==> src/rtl/frame_tx.sv <==
// Vector display link frame transmitter: streams a zero preamble, the point list
// (4 bytes per point, MSB first) and an 0x01 terminator over a built-in 8N1 UART.
module frame_tx #(
  parameter int CLKS_PER_BIT = 87,
  parameter int index_bits   = 11
) (
  input  logic                  clk,
  input  logic                  reset,
  input  logic                  start,
  input  logic [index_bits-1:0] num_points,
  output logic [index_bits-1:0] read_address,
  input  logic [24:0]           point,
  output logic                  tx,
  output logic                  busy,
  output logic                  done
);

  localparam int CNT_W = (CLKS_PER_BIT > 1) ? $clog2(CLKS_PER_BIT) : 1;
  localparam logic [CNT_W-1:0] BIT_LAST = CNT_W'(CLKS_PER_BIT - 1);

  typedef enum logic [1:0] {S_IDLE, S_PREAMBLE, S_POINTS, S_TERM} state_t;

  state_t                r_state;
  logic [CNT_W-1:0]      r_clk_cnt;
  logic [3:0]            r_bit_cnt;
  logic [7:0]            r_byte;
  logic [23:0]           r_word_rest;
  logic [31:0]           r_next_word;
  logic [2:0]            r_pre_cnt;
  logic [1:0]            r_byte_idx;
  logic [index_bits-1:0] r_pt_cnt;
  logic [index_bits-1:0] r_n;
  logic [index_bits-1:0] r_addr;
  logic                  r_fetch_p0;
  logic                  r_fetch_p1;
  logic                  r_tx;
  logic                  r_busy;
  logic                  r_done;

  logic                  w_bit_end;
  logic                  w_last_point;
  logic [index_bits:0]   w_pf_addr;
  logic                  w_pf_ok;

  // Brightness is replicated into the top byte so byte 0 is 0x00 or 0x3F,
  // which keeps any point from looking like the 0x01 terminator.
  function automatic logic [31:0] encode_point(input logic [24:0] p);
    return {2'b00, {6{p[24]}}, p[23:0]};
  endfunction

  assign w_bit_end    = (r_clk_cnt == BIT_LAST);
  assign w_last_point = (r_pt_cnt == r_n - 1'b1);
  assign w_pf_addr    = {1'b0, r_pt_cnt} + (index_bits+1)'(2);
  assign w_pf_ok      = (w_pf_addr < {1'b0, r_n});

  assign read_address = r_addr;
  assign tx           = r_tx;
  assign busy         = r_busy;
  assign done         = r_done;

  // Point RAM has a registered output: data for an address issued at edge e
  // is safe to sample at edge e+2, long before the word is needed.
  always_ff @(posedge clk) begin
    if (r_fetch_p1) r_next_word <= encode_point(point);
  end

  always_ff @(posedge clk) begin
    r_done     <= 1'b0;
    r_fetch_p1 <= r_fetch_p0;
    r_fetch_p0 <= 1'b0;
    if (reset) begin
      r_state    <= S_IDLE;
      r_clk_cnt  <= '0;
      r_bit_cnt  <= '0;
      r_pre_cnt  <= '0;
      r_byte_idx <= '0;
      r_pt_cnt   <= '0;
      r_n        <= '0;
      r_addr     <= '0;
      r_fetch_p0 <= 1'b0;
      r_fetch_p1 <= 1'b0;
      r_tx       <= 1'b1;
      r_busy     <= 1'b0;
      r_done     <= 1'b0;
    end else begin
      case (r_state)
        S_IDLE: begin
          r_tx   <= 1'b1;
          r_busy <= 1'b0;
          r_addr <= '0;
          if (start) begin
            r_state    <= S_PREAMBLE;
            r_n        <= num_points;
            r_pt_cnt   <= '0;
            r_pre_cnt  <= '0;
            r_byte_idx <= '0;
            r_clk_cnt  <= '0;
            r_bit_cnt  <= '0;
            r_byte     <= 8'h00;
            r_tx       <= 1'b0;
            r_busy     <= 1'b1;
            r_fetch_p0 <= 1'b1;
          end
        end
        default: begin
          if (!w_bit_end) begin
            r_clk_cnt <= r_clk_cnt + 1'b1;
          end else begin
            r_clk_cnt <= '0;
            if (r_bit_cnt != 4'd9) begin
              // bit 0 is the start bit, 1..8 carry data LSB first, 9 is the stop bit
              r_bit_cnt <= r_bit_cnt + 4'd1;
              r_tx      <= (r_bit_cnt == 4'd8) ? 1'b1 : r_byte[r_bit_cnt[2:0]];
            end else begin
              // Stop bit finished: the next byte's start bit follows with no gap.
              r_bit_cnt <= '0;
              r_tx      <= 1'b0;
              case (r_state)
                S_PREAMBLE: begin
                  if (r_pre_cnt == 3'd7) begin
                    r_byte_idx <= '0;
                    if (r_n != '0) begin
                      r_state     <= S_POINTS;
                      r_byte      <= r_next_word[31:24];
                      r_word_rest <= r_next_word[23:0];
                      if (r_n > index_bits'(1)) begin
                        r_addr     <= index_bits'(1);
                        r_fetch_p0 <= 1'b1;
                      end
                    end else begin
                      r_state <= S_TERM;
                      r_byte  <= 8'h01;
                    end
                  end else begin
                    r_pre_cnt <= r_pre_cnt + 3'd1;
                    r_byte    <= 8'h00;
                  end
                end
                S_POINTS: begin
                  if (r_byte_idx == 2'd3) begin
                    r_byte_idx <= '0;
                    if (w_last_point) begin
                      r_state <= S_TERM;
                      r_byte  <= 8'h01;
                    end else begin
                      r_pt_cnt    <= r_pt_cnt + 1'b1;
                      r_byte      <= r_next_word[31:24];
                      r_word_rest <= r_next_word[23:0];
                      if (w_pf_ok) begin
                        r_addr     <= w_pf_addr[index_bits-1:0];
                        r_fetch_p0 <= 1'b1;
                      end
                    end
                  end else begin
                    r_byte_idx  <= r_byte_idx + 2'd1;
                    r_byte      <= r_word_rest[23:16];
                    r_word_rest <= {r_word_rest[15:0], 8'h00};
                  end
                end
                S_TERM: begin
                  if (r_byte_idx == 2'd3) begin
                    r_state <= S_IDLE;
                    r_tx    <= 1'b1;
                    r_busy  <= 1'b0;
                    r_done  <= 1'b1;
                    r_addr  <= '0;
                  end else begin
                    r_byte_idx <= r_byte_idx + 2'd1;
                    r_byte     <= 8'h01;
                  end
                end
                default: r_state <= S_IDLE;
              endcase
            end
          end
        end
      endcase
    end
  end

endmodule

==> config.mk <==
export PLATFORM = sky130hd
export DESIGN_NAME = frame_tx
export DESIGN_NICKNAME = d
export VERILOG_FILES = /design/src/rtl/frame_tx.sv
export SDC_FILE = /design/constraint.sdc
export NUM_CORES = 1
export LEC_CHECK = 0
export BUFFER_PORTS_ARGS = -buffer_cell sky130_fd_sc_hd__buf_2
export CAP_MARGIN = 0
export CELL_PAD_IN_SITES_DETAIL_PLACEMENT = 0
export CELL_PAD_IN_SITES_GLOBAL_PLACEMENT = 1
export CORE_ASPECT_RATIO = 0.9
export CORE_MARGIN = 4
export CORE_UTILIZATION = 45
export CTS_CLUSTER_SIZE = 20
export DETAILED_ROUTE_END_ITERATION = 8
export GPL_ROUTABILITY_DRIVEN = 0
export PLACE_DENSITY = 0.83
export REMOVE_ABC_BUFFERS = 1
export SYNTH_ARGS = -nofsm -noshare
export SYNTH_HDL_FRONTEND = slang
export SYNTH_SLANG_ARGS = --single-unit
export TNS_END_PERCENT = 1
==> constraint.sdc <==
create_clock -name clk -period 5.83 [get_ports clk]
set_clock_uncertainty 0.2 [all_clocks]
set_input_delay 0.2915 -clock clk [delete_from_list [all_inputs] [get_ports clk]]
set_output_delay 0.2915 -clock clk [all_outputs]
set_load 0.03 [all_outputs]
Word level (Yosys, flattened, before mapping)
Cells that the tools add are included.
W data, S select, Z words.

operators by class
  $add $sub $neg = 7
  $mul = 0
  div/mod/pow operators = 0
  order comparisons = 3
  equal/unequal tests = 26
  shift-type cells = 0
  mux-type cells = 86
  bitwise operators = 4
  reduce and logical (&&, ||, !) cells = 22

operators by type and width
  kind                     count
  $mux W11                 14
  $mux W24                 4
  $mux W8                  7
  $pmux W24 S2             1
  $pmux W11 S3             1
  $mux W2                  15
  $mux W1                  24
  $pmux W8 S3              1
  $mux W7                  3
  $mux W3                  6
  $reduce_and A6 Y1        3
  $mux W4                  4
  $ne A2 B2 Y1 const B     8
  $add A11 B2 Y12 const B  1
  $lt A12 B11 Y1           1
  $mux W6                  2
  $ne A3 B3 Y1 const B     4
  $pmux W2 S3              2
  $reduce_bool A2 Y1       6
  $add A11 B1 Y11 const B  1
  $eq A11 B11 Y1           1
  $gt A11 B1 Y1 const B    1
  $reduce_bool A11 Y1      1
  $sub A11 B1 Y11 const B  1
  other kinds (27)         36

storage, ports and cells
  flip-flop bits (word level) = 113
  latch bits = 0
  bits in writable memories = 0
  bits in read-only memories = 0
  input bits = 39
  logic and storage cells = 164
  memories kept = 0

Logic depth before layout (Yosys ltp)
  depth in word-level cells = 9
  mapped depth = 14

Worst setup path after synthesis
Ideal clock, no wire load.

  path type = register -> register
  from = reg r_n[1]
  to = reg r_word_rest[0], enable pin
  setup time = 0.450 ns
  data arrival time = 3.819 ns
  slack = 1.361 ns
  stages on the path, launching flop included = 10
  clock period less this slack = 4.469 ns
  cell sequence = dfxtp_1 -> inv_1 -> ha_1 -> or3b_1 -> buf_2 -> nor4_4 -> xnor2_1 -> a2111oi_2 -> and3_1 -> a311oi_1

on the way
  longest elaborated chain between the ends = 4
  elaborated cells between the ends (all ways) = 6
  those cells by class = add/sub: 1; eq/ne: 3; reduce/logical: 2

RTL lines
  item                             line  RTL
  start: declaration               32    logic [index_bits-1:0] r_n;
  start signal: assignment         93    r_n <= num_points;
  $sub A11 B1 Y11                  52    assign w_last_point = (r_pt_cnt == r_n - 1'b1);
  $eq A11 B11 Y1                   52
  $ne A3 B3 Y1 (no line)           -
  $reduce_and A8 Y1 (no line) (*)  -
  end signal: assignment           125   r_word_rest <= r_next_word[23:0];
  end signal: assignment           148   r_word_rest <= r_next_word[23:0];
  end signal: assignment           157   r_word_rest <= {r_word_rest[15:0], 8'h00};
  end: declaration                 27    logic [23:0] r_word_rest;

Every way passes the cells marked *; elsewhere a longest branch is shown, timed or not.
A chain may end at the register's enable or synchronous reset.

Worst setup path after layout
  from = reg r_n[1]
  to = reg r_byte[2], data pin

on the way
  longest elaborated chain between the ends = 8
  elaborated cells between the ends (all ways) = 11
  those cells by class = add/sub: 1; eq/ne: 1; mux: 8; reduce/logical: 1

RTL lines
  item                    line  RTL
  $sub A11 B1 Y11         52
  $eq A11 B11 Y1          52
  $mux W6                 142   if (w_last_point) begin
  $mux W8                 140   if (r_byte_idx == 2'd3) begin
  $pmux W8 S3 (*)         118   case (r_state)
  $mux W8 (*)             110   if (r_bit_cnt != 4'd9) begin
  $mux W8 (*)             106   if (!w_bit_end) begin
  $mux W8 (*)             86    case (r_state)
  end signal: assignment  124   r_byte <= r_next_word[31:24];
  end signal: assignment  147   r_byte <= r_next_word[31:24];
  end signal: assignment  156   r_byte <= r_word_rest[23:16];
  end: declaration        26    logic [7:0] r_byte;

Every way passes the cells marked *; elsewhere a longest branch is shown, timed or not. The select of a mux whose other input is x is not followed.

==> run metrics <==
run status=complete, no violations; vias in the first global route=4423; IO Port Bufs=52; Mapped Avg Cell Area=9.53 um2; GRT overflow=0; CTS clock-pin slew for the worst setup and hold paths=60 ps; Worst VDD drop=0.000288 V; antenna violations before repair=0; Synth Warn #=0; routed vias=4538; CTS tree=yes; largest net degree at the start of global routing=38; initial drt markers=328; Mapped Cells=593; hold depth=2; vias per cell=5.36; Post-DP HPWL=8840 um; post-synth cell types=61; final-report max-slew violation count=0; asr flop ratio synth=0%; Longest Clk Path Bufs=2; Post-DRT Antenna Nets=0; final worst slack=2290 ps; Die ar.=14400 um2; routing usage on met1=26.1%; hold crit path type=in -> reg; Worst Reg-to-Reg Cells=9; chip width=between 100 and 150 um; Root Driver=clkbuf_16; Worst setup EP type=flip-flop; Worst setup SP type=flip-flop; leakage power=~2.7 nW; IO Count=53; final worst path period need=3540 ps; H-tree depth=4; met3 usage=4.90%; Post-Route WL=13000 um; TritonCTS buffer count=17; pwr/cell area=372 nW/um2; r2r setup slk=2290 ps; Post-CTS Setup Repair Bufs=0; WP data required=5770 ps; Worst EP arrival=3480 ps; period utilization=60.7%; CORE AREA=~12000 um2; unrepaired setup endpoints after global routing=no; DRC viols=0; final setup TNS=0 ps; Worst slew margin=29.3%; Num Clock Sinks=113; layout cells sized above 1=15.0%; post-synthesis sequential area ratio=50.1%; Crit Reg-Reg Startpoint=r_n[1]; drt wl/cell=15.3 um; Most used DFF post-synth=edfxtp_1; worst slack, placed=2280 ps; Final Hold Fails=0; Critical Path Fanout Max=7; Final Setup Violations=0; Row Count=38; max cap viols=0; Post-synth EDFFs=57; Fillers=between 1000 and 1500; n_diodes=0; Cell Area, Synth=5650 um2; height of the die=114 um; gr busiest metal=met2; Initial Util=46.4%; Hold Path Origin=reset; Worst Tran Pin Value=about 1100 ps; Peak Freq=around 0.28 GHz; P&R area growth vs syn=23.4%; gr usage total=19.0%; Total Nets Final=739; first-pass GRT wire length=21800 um; Hold Crit Endpoint=r_bit_cnt[0]; 1st-pass router iterations=5; #FFs+latches synth=113; met2 Usage GRT=between 20% and 30%; clk_lat worst skew=between 400 and 500 ps; Setup CP Type=reg -> reg; Reg2Reg Capture Point=r_byte[2]
==> cells in the final DEF (no fill, tap or decap), types with 12 or more instances in the layout <==
| cell type | instances |
|---|---|
| nand2_1 | 118 |
| edfxtp_1 | 57 |
| dfxtp_1 | 56 |
| buf_2 | 52 |
| a21oi_1 | 41 |
| nor2_1 | 40 |
| dlygate4sd3_1 | 37 |
| inv_1 | 29 |
| ha_1 | 27 |
| nand3_1 | 17 |
| clkbuf_16 | 17 |
| o21ai_0 | 13 |
| xnor2_1 | 12 |
==> flip-flops by register name (all words and copies together), names as in the netlist <==
| name | cells |
|---|---|
| tx | 1 |
| busy | 1 |
| r_state | 2 |
| r_word_rest | 24 |
| r_pt_cnt | 11 |
| read_address | 11 |
| r_pre_cnt | 3 |
| r_fetch_p1 | 1 |
| r_byte | 8 |
| r_byte_idx | 2 |
| done | 1 |
| r_n | 11 |
| r_next_word | 25 |
| r_bit_cnt | 4 |
| r_fetch_p0 | 1 |
| r_clk_cnt | 7 |
==> worst max-delay path by stage <==
stage / slack (ps) / startpoint / depth (start not counted) / endpoint
after floorplan: 1360 / r_n[1] / 8 / r_word_rest[0]
after global placement: 2480 / r_n[1] / 9 / r_byte[4]
after global routing: 1990 / r_n[1] / 9 / r_byte[2]
after CTS: 2270 / r_n[1] / 9 / r_byte[2]
after detailed placement: 2280 / r_n[1] / 9 / r_byte[2]
final: 2290 / r_n[1] / 9 / r_byte[2]
==> synthesized netlist by cell type (all sizes together), types with 7 or more instances <==
library cell	n	area share, %
nand2	119	7.9
edfxtp	57	30
dfxtp	56	20
a21oi	41	3.6
nor2	40	2.7
inv	29	1.9
ha	27	6.0
clkbuf	25	1.7
nand3	17	1.5
o21ai	14	1.2
xnor2	13	2.1
and2	11	1.2
xor2	11	1.7
o22ai	10	1.1
nor3	8	0.80
a31oi	7	1.0
buf	7	0.93
nand4	7	0.89
nor4	7	1.0
or4	7	1.0
==> cell type report <==
cell class	count	area (um2)	area share (%)
multi-input cells	419	2580	37.0
well taps	160	200	2.87
clock inverters	14	164	2.35
repair buffers	93	661	9.47
inverters	29	109	1.56
flip-flops and latches	113	2830	40.6
clock buffers	18	429	6.15
==> metal layers <==
metal / part of all wire (%) / vias to the layer above / routed length, um
met2: 45 / 129 / 5870
met5: 0 / - / 0
met4: 1.5 / 0 / 193
li1: - / 2260 / -
met3: 5.5 / 22 / 713
met1: 48 / 2127 / 6190
==> timing repair <==
item / 4_1_cts / 5_1_grt
resized for setup: 0 / 0
endpoints found under the setup margin: 0 / 0
hold endpoints to repair: 37 / 0
hold buffers: 37 / 0
==> metrics by stage <==
step	area (um2)	hold slack, ps	power, mW	utilization [%]	instances
final	6980	210	2.60	57.3	846
after global routing	6980	249	2.74	57.3	846
after CTS	6980	189	2.62	57.3	846
after detailed placement	6010	248	1.55	49.4	777
after global placement	6010	242	1.54	49.4	777
after floorplan	5510	161	1.38	-	561
==> report_power, final <==
part	total (mW)	switching (mW)	internal [mW]
clock network	1.04	0.370	0.668
logic	0.609	0.388	0.222
registers	0.949	0.0499	0.899
total	2.60	0.808	1.79
==> critical path: stages (launching register included) <==
cell	delay, ps
dfxtp_1	350
inv_1	140
ha_1	250
or3b_1	500
a211oi_1	250
o211ai_1	160
a2111oi_2	570
a31oi_4	190
o21ai_0	510
a21oi_1	150
==> cell families (layout without fill, tap and decap cells) <==
kind of cell	Yosys count	after routing	synth area share, %
fa+ha+maj	27	27	5.98
simple gates	249	249	21.2
xor+xnor	24	24	3.85
mux	7	7	1.46
buf+inv	61	154	4.52
flops	113	113	50.1
compound gates	112	112	12.9
Power figures use the tool's default switching activity.
